## src/rtl/srp_buf_pkg.sv

```systemverilog
// srp_buf_pkg
//   Shared defaults and FSM state type for the sync-sample buffer controller.
//   DEF_DEPTH      BRAM entries (addresses 0..DEPTH-1)
//   DEF_AW         address / offset width
//   DEF_DW         sample width
//   DEF_FRAME_LEN  samples streamed per trigger
package srp_buf_pkg;

    localparam int DEF_DEPTH     = 2240;
    localparam int DEF_AW        = 12;
    localparam int DEF_DW        = 8;
    localparam int DEF_FRAME_LEN = 2240;

    typedef enum logic {
        CAPTURE = 1'b0,
        READOUT = 1'b1
    } state_t;

endpackage

```

## src/rtl/srp_addr_wrap.sv

```systemverilog
// srp_addr_wrap
//   Combinational modular address arithmetic for a buffer of DEPTH entries.
//   Both results stay inside 0..DEPTH-1 without relying on 2**AW wrap.
// Ports
//   base  in   AW  current address (0..DEPTH-1)
//   step  in   1   advance base by one when set
//   ofs   in   AW  distance to step back from the advanced address
//   nxt   out  AW  (base + step) mod DEPTH
//   back  out  AW  (nxt - ofs) mod DEPTH, valid for ofs <= DEPTH
module srp_addr_wrap
    import srp_buf_pkg::*;
#(
    parameter int DEPTH = DEF_DEPTH,
    parameter int AW    = DEF_AW
) (
    input  logic [AW-1:0] base,
    input  logic          step,
    input  logic [AW-1:0] ofs,
    output logic [AW-1:0] nxt,
    output logic [AW-1:0] back
);

    localparam logic [AW:0] DEPTH_W = (AW+1)'(DEPTH);

    logic [AW:0] sum_raw;
    logic [AW:0] sum_mod;
    logic [AW:0] diff_raw;
    logic [AW:0] diff_mod;

    always_comb begin
        sum_raw  = {1'b0, base} + {{AW{1'b0}}, step};
        sum_mod  = (sum_raw >= DEPTH_W) ? (sum_raw - DEPTH_W) : sum_raw;
        // sum_mod < 2**AW and ofs < 2**AW, so the top bit is a true borrow flag
        diff_raw = sum_mod - {1'b0, ofs};
        diff_mod = diff_raw[AW] ? (diff_raw + DEPTH_W) : diff_raw;
        nxt      = sum_mod[AW-1:0];
        back     = diff_mod[AW-1:0];
    end

endmodule

```

## src/rtl/srp_buf_ctrl.sv

```systemverilog
// srp_buf_ctrl
//   Owns the single-port sample BRAM (1-cycle read latency, dout holds while
//   en=0). Captures the ADC stream into a circular buffer; on an accepted sync
//   trigger it freezes capture, streams FRAME_LEN samples starting trig_ofs
//   entries behind the next-write address, then resumes capture.
// Ports
//   clk, rst               clock, synchronous active-high reset
//   s_data/s_valid/s_ready capture stream (s_ready high only while capturing)
//   trig, trig_ofs         sync trigger and look-back distance
//   trig_err               one-cycle pulse when a trigger is rejected
//   m_data/m_valid/m_ready readout stream, m_last marks the final sample
//   busy                   readout in progress
//   bram_en/we/addr/di     BRAM port drive
//   bram_dout              BRAM read data
//
// state   | meaning
// CAPTURE | writing samples into the circular buffer, triggers evaluated
// READOUT | capture frozen, frame streamed to the demodulator
module srp_buf_ctrl
    import srp_buf_pkg::*;
#(
    parameter int DEPTH     = DEF_DEPTH,
    parameter int AW        = DEF_AW,
    parameter int DW        = DEF_DW,
    parameter int FRAME_LEN = DEF_FRAME_LEN
) (
    input  logic          clk,
    input  logic          rst,
    input  logic [DW-1:0] s_data,
    input  logic          s_valid,
    output logic          s_ready,
    input  logic          trig,
    input  logic [AW-1:0] trig_ofs,
    output logic          trig_err,
    output logic [DW-1:0] m_data,
    output logic          m_valid,
    input  logic          m_ready,
    output logic          m_last,
    output logic          busy,
    output logic          bram_en,
    output logic          bram_we,
    output logic [AW-1:0] bram_addr,
    output logic [DW-1:0] bram_di,
    input  logic [DW-1:0] bram_dout
);

    localparam logic [AW:0] DEPTH_W = (AW+1)'(DEPTH);
    localparam logic [AW:0] FRAME_W = (AW+1)'(FRAME_LEN);
    localparam logic [AW:0] ONE_W   = (AW+1)'(1);

    state_t        state, state_nxt;
    logic [AW-1:0] wr_ptr, wr_ptr_nxt;
    logic [AW:0]   fill, fill_nxt;
    logic [AW-1:0] rd_addr, rd_addr_nxt;
    logic [AW:0]   rd_rem, rd_rem_nxt;
    logic          m_valid_nxt;
    logic          m_last_nxt;
    logic          trig_err_nxt;

    logic          wr_fire;
    logic          rd_issue;
    logic [AW-1:0] wrap_base;
    logic          wrap_step;
    logic [AW-1:0] wrap_nxt;
    logic [AW-1:0] wrap_back;

    assign wr_fire  = (state == CAPTURE) && s_valid;
    assign rd_issue = (state == READOUT) && (rd_rem != '0) && (!m_valid || m_ready);

    // Write and read pointers never move in the same state, so one wrap unit
    // serves both. In CAPTURE, back = post-write wr_ptr minus trig_ofs.
    assign wrap_base = (state == READOUT) ? rd_addr : wr_ptr;
    assign wrap_step = (state == READOUT) ? rd_issue : wr_fire;

    srp_addr_wrap #(
        .DEPTH (DEPTH),
        .AW    (AW)
    ) u_wrap (
        .base (wrap_base),
        .step (wrap_step),
        .ofs  (trig_ofs),
        .nxt  (wrap_nxt),
        .back (wrap_back)
    );

    always_ff @(posedge clk) begin
        if (rst) begin
            state    <= CAPTURE;
            wr_ptr   <= '0;
            fill     <= '0;
            rd_addr  <= '0;
            rd_rem   <= '0;
            m_valid  <= 1'b0;
            m_last   <= 1'b0;
            trig_err <= 1'b0;
        end else begin
            state    <= state_nxt;
            wr_ptr   <= wr_ptr_nxt;
            fill     <= fill_nxt;
            rd_addr  <= rd_addr_nxt;
            rd_rem   <= rd_rem_nxt;
            m_valid  <= m_valid_nxt;
            m_last   <= m_last_nxt;
            trig_err <= trig_err_nxt;
        end
    end

    always_comb begin
        state_nxt    = state;
        wr_ptr_nxt   = wr_ptr;
        fill_nxt     = fill;
        rd_addr_nxt  = rd_addr;
        rd_rem_nxt   = rd_rem;
        m_valid_nxt  = m_valid;
        m_last_nxt   = m_last;
        trig_err_nxt = 1'b0;

        unique case (state)
            CAPTURE: begin
                if (wr_fire) begin
                    wr_ptr_nxt = wrap_nxt;
                    if (fill != DEPTH_W) begin
                        fill_nxt = fill + 1'b1;
                    end
                end
                // trigger sees the fill level including a same-cycle write
                if (trig) begin
                    if ((trig_ofs == '0) || ({1'b0, trig_ofs} > fill_nxt)) begin
                        trig_err_nxt = 1'b1;
                    end else begin
                        rd_addr_nxt = wrap_back;
                        rd_rem_nxt  = FRAME_W;
                        state_nxt   = READOUT;
                    end
                end
            end
            READOUT: begin
                if (rd_issue) begin
                    rd_addr_nxt = wrap_nxt;
                    rd_rem_nxt  = rd_rem - 1'b1;
                    m_valid_nxt = 1'b1;
                    m_last_nxt  = (rd_rem == ONE_W);
                end else if (m_ready) begin
                    m_valid_nxt = 1'b0;
                    m_last_nxt  = 1'b0;
                end
                // buffer history is no longer contiguous once capture resumes
                if (m_valid && m_ready && m_last) begin
                    state_nxt = CAPTURE;
                    fill_nxt  = '0;
                end
            end
            default: begin
                state_nxt = CAPTURE;
            end
        endcase
    end

    assign s_ready   = (state == CAPTURE);
    assign busy      = (state == READOUT);
    assign bram_en   = wr_fire || rd_issue;
    assign bram_we   = wr_fire;
    assign bram_addr = (state == READOUT) ? rd_addr : wr_ptr;
    assign bram_di   = s_data;
    assign m_data    = bram_dout;

endmodule
```

## config.mk

```make
export PLATFORM = sky130hd
export DESIGN_NAME = srp_buf_ctrl
export DESIGN_NICKNAME = d
export VERILOG_FILES = /design/src/rtl/srp_buf_pkg.sv /design/src/rtl/srp_addr_wrap.sv /design/src/rtl/srp_buf_ctrl.sv
export SDC_FILE = /design/constraint.sdc
export NUM_CORES = 1
export LEC_CHECK = 0
export ABC_CLOCK_PERIOD_IN_PS = 11340
export BUFFER_PORTS_ARGS = -buffer_cell sky130_fd_sc_hd__buf_2
export CORE_MARGIN = 10
export CORE_UTILIZATION = 30
export CTS_CLUSTER_SIZE = 28
export DETAILED_ROUTE_END_ITERATION = 16
export PLACE_DENSITY = 0.59
export REMOVE_ABC_BUFFERS = 1
export SYNTH_ARGS = -nofsm -noshare
export SYNTH_HDL_FRONTEND = slang
export SYNTH_SLANG_ARGS = --single-unit
```

## constraint.sdc

```tcl
create_clock -name clk -period 11.34 [get_ports clk]
set_input_delay 2.268 -clock clk [delete_from_list [all_inputs] [get_ports clk]]
set_output_delay 2.268 -clock clk [all_outputs]
set_load 0.02 [all_outputs]
```

# Yosys cells after proc, flatten, opt, wreduce, memory -nomap -nowiden
# Index checks and enable logic that the tools add are counted.
[totals]
word_cells = 65
output_inout_bits = 35
in_bits = 33
register_bits = 54
[op_classes]
muxes = 25
magnitude_cmp = 2
n_addsub = 6
n_eq_ne = 6
n_bitwise = 2
n_reduce_logical = 16
[ops]
columns = ["cell", "count"]
rows = [
  ["two-way mux 13 bit", 8],
  ["two-way mux 12 bit", 5],
  ["one-hot mux 13 bit (2 select lines)", 2],
  ["one-hot mux 12 bit (2 select lines)", 1],
  ["adder 12 x 1 -> 13 bit", 1],
  ["adder 13 x 1 -> 13 bit (second input constant)", 1],
  ["equality test 13 x 1 -> 1 bit (second input constant)", 1],
  ["greater-or-equal comparator 13 x 12 -> 1 bit (second input constant)", 1],
  ["greater-than comparator 12 x 13 -> 1 bit", 1],
  ["inequality test 13 x 12 -> 1 bit (second input constant)", 1],
  ["nonzero test 13 bit", 1],
  ["subtractor 13 x 1 -> 13 bit (second input constant)", 1],
  ["subtractor 13 x 12 -> 13 bit", 1],
  ["subtractor 13 x 12 -> 13 bit (second input constant)", 1],
  ["adder 12 bit (second input constant)", 1],
  ["zero test 12 bit", 1],
  ["two-way mux 1 bit", 8],
  ["inequality test 2 x 1 -> 1 bit (second input constant)", 3],
  ["logical AND 1 bit", 5],
  ["AND reduction 2 bit", 2],
  ["logical OR 1 bit", 3],
  ["AND reduction 3 bit", 1],
  ["OR reduction 3 bit", 1],
  ["inequality test 2 bit (second input constant)", 1],
  ["4 further kinds", 5],
]

# Depth between registers and ports, before layout
# Gate-level depths: netlist of run 1.
[depth]
word_depth = 13
depth_mapped = 29
mapped_depth_nobuf = 27

# Modules after synthesis
# A second synthesis of run 1 with hierarchy kept.
[hier_totals]
hier_cells = 565
hier_area_um2 = 4636.9
[modules_own_cells]
columns = ["mod", "seq_area_each_um2", "area_per_inst_um2", "cells_each", "n_inst"]
rows = [
  ["srp_buf_ctrl", 1081.0, 3409.5, 396, 1],
  ["srp_addr_wrap", 0.0, 1227.4, 169, 1],
]

# Worst setup path before layout of run 1
# OpenSTA, ideal clock, no wires.
[synth_timing]
path_type = "input to register"
start = "input port s_valid"
end = "register rd_addr[11]"
stages = 24
n_path_buf = 3
setup_slack_ps = 3275
setup_time_ps = 91
t_arrival_ps = 7974
t_required_ps = 11249
path_cell_list = "nand2b_1 clkbuf_1 clkbuf_1 nand2_1 ha_1 ha_1 and2_1 clkbuf_1 a22oi_1 ha_1 or4b_1 or4_1 a31o_2 and2_2 xnor2_1 ha_1 or3_1 or3_1 a31o_2 a2111oi_0 nor3_1 xor2_1 or3_1 a311oi_1"
[synth_via]
elab_chain_len = 11
word_cells_on_any_way = 19
cone_classes = "4 x add/sub; 2 x order compare; 1 x eq/ne; 9 x mux; 3 x reduce/logical"
[synth_rtl]
columns = ["item", "line_no", "rtl"]
rows = [
  ["start: declaration", "srp_buf_ctrl.sv:30", "input logic s_valid,"],
  ["logical AND 1 bit *", "srp_buf_ctrl.sv:67", "assign wr_fire = (state == CAPTURE) && s_valid;"],
  ["two-way mux 1 bit *", "srp_buf_ctrl.sv:73", "assign wrap_step = (state == READOUT) ? rd_issue : wr_fire;"],
  ["adder 12 x 1 -> 13 bit *", "srp_addr_wrap.sv:31", "sum_raw = {1'b0, base} + {{AW{1'b0}}, step};"],
  ["subtractor 13 x 12 -> 13 bit / greater-or-equal comparator 13 x 12 -> 1 bit (equally long branches)", "srp_addr_wrap.sv:32", "sum_mod = (sum_raw >= DEPTH_W) ? (sum_raw - DEPTH_W) : sum_raw;"],
  ["two-way mux 13 bit *", "srp_addr_wrap.sv:32", ""],
  ["net u_wrap.nxt[6]", "srp_addr_wrap.sv:19", "output logic [AW-1:0] nxt,"],
  ["subtractor 13 x 12 -> 13 bit *", "srp_addr_wrap.sv:34", "diff_raw = sum_mod - {1'b0, ofs};"],
  ["adder 12 bit", "srp_addr_wrap.sv:35", "diff_mod = diff_raw[AW] ? (diff_raw + DEPTH_W) : diff_raw;"],
  ["two-way mux 12 bit *", "srp_addr_wrap.sv:35", ""],
  ["two-way mux 12 bit *", "srp_buf_ctrl.sv:128", "if ((trig_ofs == '0) || ({1'b0, trig_ofs} > fill_nxt)) begin"],
  ["two-way mux 12 bit *", "srp_buf_ctrl.sv:127", "if (trig) begin"],
  ["one-hot mux 12 bit (2 select lines) *", "srp_buf_ctrl.sv:118", "unique case (state)"],
  ["end signal: assignment", "srp_buf_ctrl.sv:100", "rd_addr <= rd_addr_nxt;"],
  ["end: declaration", "srp_buf_ctrl.sv:54", "logic [AW-1:0] rd_addr, rd_addr_nxt;"],
]
# Mark *: on every way through the listed nets, which the timed path passes. The rest lies on a longest branch. The select of a mux whose other input is x is not followed.
# A chain may end at the register's enable or synchronous reset.

# Worst setup path after layout of run 1
[layout_timing]
start = "input port m_ready"
end = "register rd_addr[11]"
[layout_via]
elab_chain_len = 12
word_cells_on_any_way = 16
cone_classes = "4 x add/sub; 1 x order compare; 1 x eq/ne; 7 x mux; 3 x reduce/logical"
[layout_rtl]
columns = ["item", "line_no", "rtl"]
rows = [
  ["start: declaration", "srp_buf_ctrl.sv:37", "input logic m_ready,"],
  ["logical OR 1 bit *", "srp_buf_ctrl.sv:68", "assign rd_issue = (state == READOUT) && (rd_rem != '0) && (!m_valid || m_ready);"],
  ["logical AND 1 bit *", "srp_buf_ctrl.sv:68", ""],
  ["two-way mux 1 bit *", "srp_buf_ctrl.sv:73", ""],
  ["adder 12 x 1 -> 13 bit *", "srp_addr_wrap.sv:31", ""],
  ["subtractor 13 x 12 -> 13 bit / greater-or-equal comparator 13 x 12 -> 1 bit (equally long branches)", "srp_addr_wrap.sv:32", ""],
  ["two-way mux 13 bit *", "srp_addr_wrap.sv:32", ""],
  ["net u_wrap.nxt[6]", "srp_addr_wrap.sv:19", ""],
  ["subtractor 13 x 12 -> 13 bit *", "srp_addr_wrap.sv:34", ""],
  ["adder 12 bit", "srp_addr_wrap.sv:35", ""],
  ["two-way mux 12 bit *", "srp_addr_wrap.sv:35", ""],
  ["two-way mux 12 bit *", "srp_buf_ctrl.sv:128", ""],
  ["two-way mux 12 bit *", "srp_buf_ctrl.sv:127", ""],
  ["one-hot mux 12 bit (2 select lines) *", "srp_buf_ctrl.sv:118", ""],
]
# Marked as above.

==> summary.md, run 1 <==
| Metric | Value |
|---|---|
| Post-CTS setup-driven buffer insertion count | `0` |
| Synth top area share | `0.2504` |
| Top Ports | `68` |
| Pin count of the biggest net entering global routing | `57` |
| Register area | `0.001082 sq mm` |
| # setup viols final | `0` |
| Largest stage delay on the critical path | `0.64 ns` |
| Slowest cell on the critical path | `nor3b_1` |
| Total negative slack | `0 ns` |
| Initial antenna violation count | `0` |
| Yosys cell types | `67` |
| Most frequent cell after synthesis | `dfxtp_1` |
| Min-delay src | `wr_ptr[11]` |
| Netlist Area Pre-Place | `0.004318 sq mm` |
| Syn avg cell area | `7.879 sq um` |
| Kind of critical path | `input port to register` |
| Die Y | `140.0 um` |
| Layout cells sized above 1 | `0.1320` |
| Max-slew violation count | `0` |
| Reg clk slew, reported paths | `0.08 ns` |
| Fmax | `119.9 MHz` |
| PnR worst setup slack | `3.003 ns` |
| Most frequent cells after synthesis | `54 x dfxtp_1, 53 x nor2_1, 50 x nand2_1` |
| Synth Warn # | `0` |
| Routed wire length | `12500 um` |
| DRT Pass-1 Iters | `4` |
| Non-Filler Instances | `733` |
| Area contributors post-synth | `dfxtp_1 25%, ha_1 9.3%, xor2_1 4.7%` |
| CTS resizes | `0` |
| Setup crit end kind | `register` |
| DP Worst Slack | `2.747 ns` |
| Count of final hold-check violations | `0` |
| Crit path time final | `8.337 ns` |
| Worst-margin pin slew | `0.9243 ns` |
| Count of max-cap constraint violations | `0` |
| H-tree Lvls | `2` |
| FF-to-FF path depth | `24` |
| Number of diodes | `0` |
| CTS tree | `done` |
| CTS Root Cell | `clkbuf_16` |
| FILL cells | `1504` |
| Area taken by multi-input logic gates | `0.002883 sq mm` |
| Core area | `0.01399 sq mm` |
| DP Wirelength | `9408 um` |
| Maximum fanout along the worst path | `12` |
| EDFF count, synth | `0` |
| Inst Count DP | `725` |
| Synth area leader | `dfxtp_1` |
| Cells after synthesis | `548` |
| Core Util, Final | `0.3331` |
| DR DRC count | `0` |
| Register area share after synthesis | `0.2504` |
| Die X-Extent | `140.0 um` |
| Via Count | `4011` |
| Relative slew slack | `0.3823` |
| Power Density | `129.0 mW/mm^2` |
| Site row count | `43` |
| DR WL/cell | `17.06 um` |
| CTS Buf Count | `5` |
| Crit path top cell by count | `ha_1` |
| Gr ovfl total | `0` |
| Worst Hold End | `wr_ptr[11]` |
| Post-route clock period utilization | `0.7352` |
| # hold bufs at CTS | `0` |
| Tightest hold margin | `0.4544 ns` |
| Maximum root-to-sink buffer count | `2` |
| Ys async rst share | `0` |
| Worst Skew | `0.008100 ns` |
| Critical Path Source Type | `input port` |
| Worst hold path depth | `2` |
| Critical path cell sequence | `buf_2 -> inv_1 -> a21o_1 -> nand2_1 -> ha_1 -> ha_1 -> and2_1 -> a22oi_1 -> ha_1 -> or4b_1 -> or4_1 -> a31o_2 -> and2_2 -> xnor2_1 -> ha_1 -> or3_1 -> or3_1 -> nand4_1 -> nor3b_1 -> and3b_1 -> or3_1 -> a311oi_1` |
| Area Growth Syn to Fin | `7.911%` |
| GP Congestion | `0.9059` |
| Outcome | `finished, final reports clean` |
| RSZ-0062 raised after global routing | `false` |
| Antenna Violating Nets Remaining | `0` |
| Die area | `0.01959 sq mm` |
| First-pass GRT wire length | `20330 um` |
| Top_reg_cell synth | `dfxtp_1` |
| R2R Setup Slk | `3.49 ns` |
| Initial Utilization | `0.3087` |
| Clk_lat worst skew | `0.30 ns` |
| Hold crit path type | `register to register` |
| DR iter-0 viols | `227` |
| Port Buffer Count | `35` |
| Worst reg2reg path endpoint | `rd_addr[11]` |
| Clk sinks | `54` |
| Peak VDD IR | `0.05851 mV` |
| Number of global-route vias before repair | `3901` |
| Worst Path Required | `11.55 ns` |
| Gr usage total | `0.1237` |
| CP Data Arrival Time | `8.55 ns` |
| Leakage power | `1.937 nW` |
| Worst r2r src | `rd_rem[2]` |
| Synth Register Bits | `54` |
| Via density per instance | `5.472` |
| Nets | `618` |
## metrics by stage
step | area, sq um | power (W)
floorplan | 4091 | 0.0003794
global placement | 4508 | 0.0004344
detailed placement | 4508 | 0.0004407
CTS | 4659 | 0.0006040
global route | 4659 | 0.0006415
finish | 4659 | 0.0006010
## per-layer routing
layer	vias to the layer above	global-route usage	wire [um]
met3	13	0.03651	723
met2	120	0.1992	5695
met4	0	0.02609	128
met5	-	0	0
li1	1948	-	-
met1	1930	0.1594	5956
## cell families after synthesis
group | Yosys count | share of synthesized area
flip-flops | 54 | 0.2504
adder cells (fa/ha/maj) | 33 | 0.09736
AND/OR/NAND/NOR | 208 | 0.2446
buffers and inverters | 74 | 0.08200
multiplexers | 23 | 0.05824
XOR/XNOR | 45 | 0.09620
AO/OA/AOI/OAI | 111 | 0.1713
## critical path: cells and delay by family
kind | cells | cell delay, ns
buf+inv | 2 | 0.19
xor+xnor | 1 | 0.18
simple gates | 11 | 3.62
compound gates | 4 | 1.27
fa+ha+maj | 4 | 1.00
## power by group
| part | switching [W] | internal [W] | total [W] |
|---|---|---|---|
| Combinational | 0.000130 | 0.0000824 | 0.000212 |
| Sequential | 0.0000172 | 0.000209 | 0.000226 |
| Clock | 0.0000794 | 0.0000834 | 0.000163 |
## layout by cell type, fill, tap and decap left out, types with 5 or more instances in the layout
cell type / Yosys / layout
a21o_1: 8 / 8
clkbuf_16: 0 / 5
mux2i_1: 9 / 9
nand4_1: 15 / 15
nand2_1: 50 / 50
nor4_1: 8 / 8
xnor2_1: 20 / 20
o21ai_0: 20 / 20
and3_1: 7 / 7
a21oi_1: 36 / 36
and2_1: 7 / 7
nor2_1: 53 / 53
buf_2: 1 / 35
dfxtp_1: 54 / 53
ha_1: 32 / 32
xor2_1: 23 / 23
nand2b_1: 7 / 7
nor3_1: 11 / 11
a211oi_1: 8 / 8
inv_1: 33 / 33
a31oi_1: 5 / 5
mux2_2: 13 / 13
nand3_1: 19 / 19
## flip-flops by register name, summed over array words and instances, names as in the netlist
name and flops:
trig_err 1, rd_addr 12, fill 13, busy 1, m_valid 1, wr_ptr 12
m_last 1, rd_rem 13
## final cells by class
class,instances,share of cell area
multi-input cells,420,0.6187
flip-flops and latches,54,0.2323
well taps,180,0.04834
repair buffers,37,0.04082
inverters,34,0.02739
clock buffers,5,0.02685
clock inverters,3,0.005639
## worst max path at each step
stage | from | to | cells after the start
after floorplan | m_ready | rd_addr[11] | 22
after global placement | m_ready | rd_addr[11] | 22
after detailed placement | m_ready | rd_addr[11] | 22
after CTS | m_ready | rd_addr[11] | 22
after global routing | m_ready | rd_addr[11] | 22
final | m_ready | rd_addr[11] | 22
Note: power is estimated with default switching activity, not from simulation.
==> run 2: changes to the inputs <==
ABC_AREA = 1   (was unset)
ABC_CLOCK_PERIOD_IN_PS = 8300   (was 11340)
PLACE_DENSITY = 0.58   (was 0.59)
clock period = 8.3 ns   (was 11.34 ns; I/O delays follow)
==> summary.md, run 2 <==
| Metric | Value |
|---|---|
| Via density per instance | `4.784 (-13%)` |
| Largest regs | `fill: 13 flops, rd_rem: 13 flops` |
| Clk_lat worst skew | `0.31 ns (about the same)` |
| Site row count | `45 (+4.7%)` |
| First-pass GRT wire length | `22260 um (+9.5%)` |
| Maximum root-to-sink buffer count | `2 (unchanged)` |
| Internal power | `0.0006342 W (+69%)` |
| Worst hold path depth | `2 (unchanged)` |
| Max-slew violation count | `0 (unchanged)` |
| Antenna Violating Nets Remaining | `0 (unchanged)` |
| Layout cells sized above 1 | `0.1307 (-0.001279)` |
| Routed wire length | `13220 um (+5.7%)` |
| Worst reg2reg path endpoint | `rd_addr[11]` |
| Area contributors post-synth | `dfxtp_1 23%, nand2_1 13%, ha_1 8.5%` |
| Register area share after synthesis | `0.2294 (-0.02094)` |
| Worst Hold End | `rd_addr[9]` |
| Top_reg_cell synth | `dfxtp_1` |
| Leakage power | `2.353 nW (+21%)` |
| Crit path top cell by count | `nand3_1` |
| Synth area leader | `dfxtp_1` |
| Setup crit end kind | `register` |
| Reg power frac | `0.286 (-0.090)` |
| Crit path time final | `6.066 ns` |
| DR iter-0 viols | `394 (+74%)` |
| Worst-margin pin slew | `0.8381 ns (-0.08621 ns)` |
| DP Wirelength | `10240 um (+8.8%)` |
| # setup viols final | `0 (unchanged)` |
| Commonest cells after routing, fill and taps aside | `168 x nand2_1, 98 x inv_1, 61 x nor2_1` |
| Ys async rst share | `0 (unchanged)` |
| CP Data Arrival Time | `6.30 ns (-2.25 ns)` |
| Synth top area share | `0.2294 (-0.02094)` |
| CTS tree | `done` |
| Count of max-cap constraint violations | `0 (unchanged)` |
| Slowest cell on the critical path | `ha_1` |
| Die X-Extent | `145.3 um (+3.8%)` |
| Post-route clock period utilization | `0.7309` |
| Min-delay src | `rd_addr[9]` |
| Gr ovfl total | `0 (unchanged)` |
| GP Congestion | `0.8674 (-4.2%)` |
| CTS resizes | `0 (unchanged)` |
| Yosys cell types | `44 (-34%)` |
| CTS Root Cell | `clkbuf_16` |
| Power Density | `222.5 mW/mm^2 (+72%)` |
| Critical Path Source Type | `input port` |
| Top Ports | `68 (unchanged)` |
| Via Count | `4559 (+14%)` |
| Number of diodes | `0 (unchanged)` |
| Number of global-route vias before repair | `4360 (+12%)` |
| Pin count of the biggest net entering global routing | `39 (-32%)` |
| Area Growth Syn to Fin | `8.178%` |
| Port Buffer Count | `35 (unchanged)` |
| Final Cell Area | `0.005097 sq mm (+9.4%)` |
| Hold crit path type | `register to register` |
| Initial antenna violation count | `0 (unchanged)` |
| Most frequent cells after synthesis | `168 x nand2_1, 98 x inv_1, 61 x nor2_1` |
| Kind of critical path | `input port to register` |
| Outcome | `finished, final reports clean` |
| DR DRC count | `0 (unchanged)` |
| Synth Register Bits | `54 (unchanged)` |
| Total negative slack | `0 ns (unchanged)` |
| R2R Setup Slk | `2.38 ns (-1.11 ns)` |
| Cells after synthesis | `732 (+34%)` |
| RSZ-0062 raised after global routing | `false` |
| H-tree Lvls | `2 (unchanged)` |
| DRT Pass-1 Iters | `5 (+1)` |
| Nets | `807 (+31%)` |
| Fmax | `164.8 MHz` |
| CTS Buf Count | `5 (unchanged)` |
| Synth Warn # | `0 (unchanged)` |
| Most frequent cell after synthesis | `nand2_1` |
| Netlist Area Pre-Place | `0.004712 sq mm (+9.1%)` |
| Pwr Total | `0.001134 W (+89%)` |
| Maximum fanout along the worst path | `12 (unchanged)` |
| Clk pwr share | `0.218 (-0.053)` |
| Post-CTS setup-driven buffer insertion count | `0 (unchanged)` |
| Die area | `0.02112 sq mm (+7.8%)` |
| # hold bufs at CTS | `0 (unchanged)` |
| Worst Skew | `0.007388 ns (-0.0007117 ns)` |
| Gr usage total | `0.1251 (+0.001325)` |
| EDFF count, synth | `0 (unchanged)` |
| Reg clk slew, reported paths | `0.07 ns (about the same)` |
| Count of final hold-check violations | `0 (unchanged)` |
| Peak VDD IR | `0.09906 mV (+69%)` |
| FF-to-FF path depth | `39 (+63%)` |
| Worst Path Required | `8.53 ns (-3.02 ns)` |
| Die Y | `145.3 um (+3.8%)` |
| Initial Utilization | `0.3077 (-0.0009965)` |
| Largest stage delay on the critical path | `0.32 ns (-0.32 ns)` |
| Worst r2r src | `rd_rem[0]` |
| Most common cell after layout, fill and taps aside | `nand2_1` |
| Syn avg cell area | `6.437 sq um (-18%)` |
| Sw Pwr | `0.0004999 W (+120%)` |
| DR WL/cell | `13.87 um (-19%)` |
| Clk sinks | `54 (unchanged)` |
| Core area | `0.01531 sq mm (+9.5%)` |
| Sw Share | `0.4408 (+0.06387)` |
| Power share of the combinational group | `0.496 (+0.143)` |
| Placement Cell Area | `0.004928 sq mm (+9.3%)` |
| Relative slew slack | `0.4407 (+0.05835)` |
run 2: cell count changes in the layout (fill, tap and decap cells not counted), sizes merged, moves of 16 or more:
cell   change
nand3     +43
nor2      +17
xnor2     -16
inv       +69
nand2    +143
a21oi     +19
o21ai     +22
run 2: logic make-up after synthesis:
logic type      Yosys count  share of synthesized area
simple gates            367                     0.3678
buf+inv                 136                     0.1309
compound gates          118                     0.1365
flops                    54                     0.2294
fa+ha+maj                33                    0.08922
xor+xnor                 24                    0.04620
run 2: worst max path at each step:
stage	start	to	slack [ns]	cells after the start
floorplan	m_ready	rd_addr[10]	2.63	29
global placement	m_ready	rd_addr[11]	2.06	34
detailed placement	m_ready	rd_addr[11]	1.97	34
CTS	m_ready	rd_addr[11]	2.25	34
global route	rd_rem[0]	rd_addr[11]	1.67	38
finish	m_ready	rd_addr[11]	2.23	34
run 2: layout make-up:
cell class	count	area, sq um
clock buffer	5	125.1
clock inverter	3	43.79
fill	1722	10220
inverter	101	379.1
multi-input combinational	542	3014
sequential	54	1081
tap	211	264.0
timing repair buffer	37	190.2
run 2: metrics by stage:
stage / cells / hold slack [ns] / utilization / setup WS [ns]
after floorplan: 697 / 0.4395 / - / 2.632
after global placement: 945 / 0.4539 / 0.3218 / 2.058
after detailed placement: 945 / 0.4565 / 0.3218 / 1.972
after CTS: 953 / 0.4687 / 0.3328 / 2.246
after global routing: 953 / 0.4885 / 0.3328 / 1.666
final: 953 / 0.4661 / 0.3328 / 2.234
run 2: routing by layer:
metal | global-route usage | share of wire | vias up
li1 | - | - | 2387
met1 | 0.1739 | 0.52 | 2045
met2 | 0.1876 | 0.42 | 114
met3 | 0.02670 | 0.050 | 13
met4 | 0.03893 | 0.014 | 0
met5 | 0 | 0 | -
run 2: worst max-delay path, delay by kind of cell:
kind,cells,cell delay [ns]
AO/OA/AOI/OAI,5,0.69
AND/OR/NAND/NOR,20,2.34
adder cells (fa/ha/maj),4,1.02
buffers and inverters,5,0.58
run 2: power by group through the flow:
stage	Sequential [W]	Combinational (W)	Clock (W)
global placement	0.000331	0.000560	0
floorplan	0.000331	0.000420	0
finish	0.000325	0.000563	0.000247
CTS	0.000324	0.000562	0.000255
global route	0.000330	0.000643	0.000263
detailed placement	0.000330	0.000560	0
==> run 3: changes to the inputs <==
ABC_CLOCK_PERIOD_IN_PS = 5800   (was 8300)
clock period = 5.8 ns   (was 8.3 ns; I/O delays follow)
==> summary.md, run 3 (same netlist as run 2, synthesis figures left out) <==
| Metric | Value |
|---|---|
| Leakage power | `2.378 nW (+1.1%)` |
| Count of final hold-check violations | `0 (unchanged)` |
| CTS tree | `done` |
| Worst-margin pin slew | `0.7039 ns (-0.1342 ns)` |
| Initial antenna violation count | `0 (unchanged)` |
| Maximum fanout along the worst path | `8 (-4)` |
| First-pass GRT wire length | `21640 um (-2.8%)` |
| GP Congestion | `0.8767 (+1.1%)` |
| Core area | `0.01531 sq mm (unchanged)` |
| Post-route clock period utilization | `0.9080` |
| Fmax | `189.9 MHz` |
| Kind of critical path | `register to register` |
| Top Ports | `68 (unchanged)` |
| Die area | `0.02112 sq mm (unchanged)` |
| # setup viols final | `0 (unchanged)` |
| Antenna Violating Nets Remaining | `0 (unchanged)` |
| H-tree Lvls | `2 (unchanged)` |
| Largest stage delay on the critical path | `0.38 ns (+0.06 ns)` |
| Gr usage total | `0.1211 (-0.003949)` |
| Crit path time final | `5.267 ns` |
| RSZ-0062 raised after global routing | `true` |
| Via Count | `4562 (+0.066%)` |
| Via density per instance | `4.752 (-0.66%)` |
| Outcome | `finished, final reports clean` |
| Peak VDD IR | `0.1163 mV (+17%)` |
| # hold bufs at CTS | `0 (unchanged)` |
| DP Worst Slack | `0.07138 ns (-1.901 ns)` |
| Pin count of the biggest net entering global routing | `36 (-7.7%)` |
| Initial Utilization | `0.3077 (unchanged)` |
| Reg clk slew, reported paths | `0.08 ns (about the same)` |
| Count of max-cap constraint violations | `0 (unchanged)` |
| DP Wirelength | `10160 um (-0.77%)` |
| Number of diodes | `0 (unchanged)` |
| Clk sinks | `54 (unchanged)` |
| PnR worst setup slack | `0.5334 ns (-1.700 ns)` |
| DR iter-0 viols | `316 (-20%)` |
| Power Density | `312.8 mW/mm^2 (+41%)` |
| Hold crit path type | `register to register` |
| Worst Skew | `0.01110 ns (+0.003712 ns)` |
| Largest regs | `fill: 13 flops, rd_rem: 13 flops` |
| Area Growth Syn to Fin | `10.01%` |
| Setup crit end kind | `register` |
| Number of global-route vias before repair | `4291 (-1.6%)` |
| Nets | `814 (+0.87%)` |
| Core Util, Final | `0.3385 (+0.005637)` |
| Maximum root-to-sink buffer count | `2 (unchanged)` |
| Clk_lat worst skew | `0.31 ns (about the same)` |
| Commonest cells after routing, fill and taps aside | `168 x nand2_1, 98 x inv_1, 59 x nor2_1` |
| Pwr Total | `0.001621 W (+43%)` |
| Port Buffer Count | `35 (unchanged)` |
| DR DRC count | `0 (unchanged)` |
| CTS Buf Count | `5 (unchanged)` |
| DR WL/cell | `13.64 um (-1.6%)` |
| Critical Path Source Type | `register` |
| Most common cell after layout, fill and taps aside | `nand2_1` |
| Die X-Extent | `145.3 um (unchanged)` |
| Relative slew slack | `0.5307 (+0.09006)` |
| Worst Path Required | `5.96 ns (-2.57 ns)` |
| Slowest cell on the critical path | `xor2_1` |
| Tightest hold margin | `0.4680 ns (+0.001891 ns)` |
| Routed wire length | `13100 um (-0.90%)` |
| Max-slew violation count | `0 (unchanged)` |
| DRT Pass-1 Iters | `5 (unchanged)` |
| Layout cells sized above 1 | `0.1535 (+0.02281)` |
| Gr ovfl total | `0 (unchanged)` |
| CTS Root Cell | `clkbuf_16` |
| CP Data Arrival Time | `5.42 ns (-0.88 ns)` |
| Die Y | `145.3 um (unchanged)` |
| Site row count | `45 (unchanged)` |
| Total negative slack | `0 ns (unchanged)` |
run 3: worst paths after layout:
check | endpoint | start | slack (ns) | cells after the start
min | rd_addr[8] | rd_addr[8] | 0.47 | 2
max | rd_addr[10] | rd_rem[0] | 0.53 | 36
min reg2reg | rd_addr[8] | rd_addr[8] | 0.47 | 2
max reg2reg | rd_addr[10] | rd_rem[0] | 0.53 | 36
run 3: layout make-up:
cell class / instances / area, sq um
clock buffer: 6 / 138.9
clock inverter: 2 / 17.52
fill: 1684 / 10130
inverter: 101 / 379.1
multi-input combinational: 542 / 3059
sequential: 54 / 1082
tap: 211 / 264.0
timing repair buffer: 44 / 242.7
run 3: timing repair:
item,4_1_cts,5_1_grt
setup endpoints to repair,0,6
setup buffers,0,3
resized for setup,0,14
run 3: power breakdown:
part	total [W]	switching (W)	leakage (nW)	internal (W)
combinational	0.000835	0.000535	1.86	0.000300
sequential	0.000465	0.0000383	0.442	0.000426
clock	0.000322	0.000148	0.0770	0.000174
total	0.00162	0.000721	2.38	0.000901
run 3: layer usage:
metal	track usage	vias to the layer above	wire (um)
met3	0.02484	8	548
met2	0.1897	97	5685
met5	0	-	0
met1	0.1650	2057	6718
met4	0.03134	0	142
li1	-	2400	-
run 3: through the flow:
stage	instance area, sq um	cells
after floorplan	4474	697
after global placement	4959	949
after detailed placement	4959	949
after CTS	5115	957
after global routing	5184	960
final	5184	960
run 3: critical path, delay by kind of cell (launching register included):
kind	cells	cell delay, ns
XOR/XNOR	3	0.74
buffers and inverters	3	0.19
AO/OA/AOI/OAI	5	0.66
flip-flops	1	0.36
adder cells (fa/ha/maj)	5	1.17
AND/OR/NAND/NOR	20	1.97
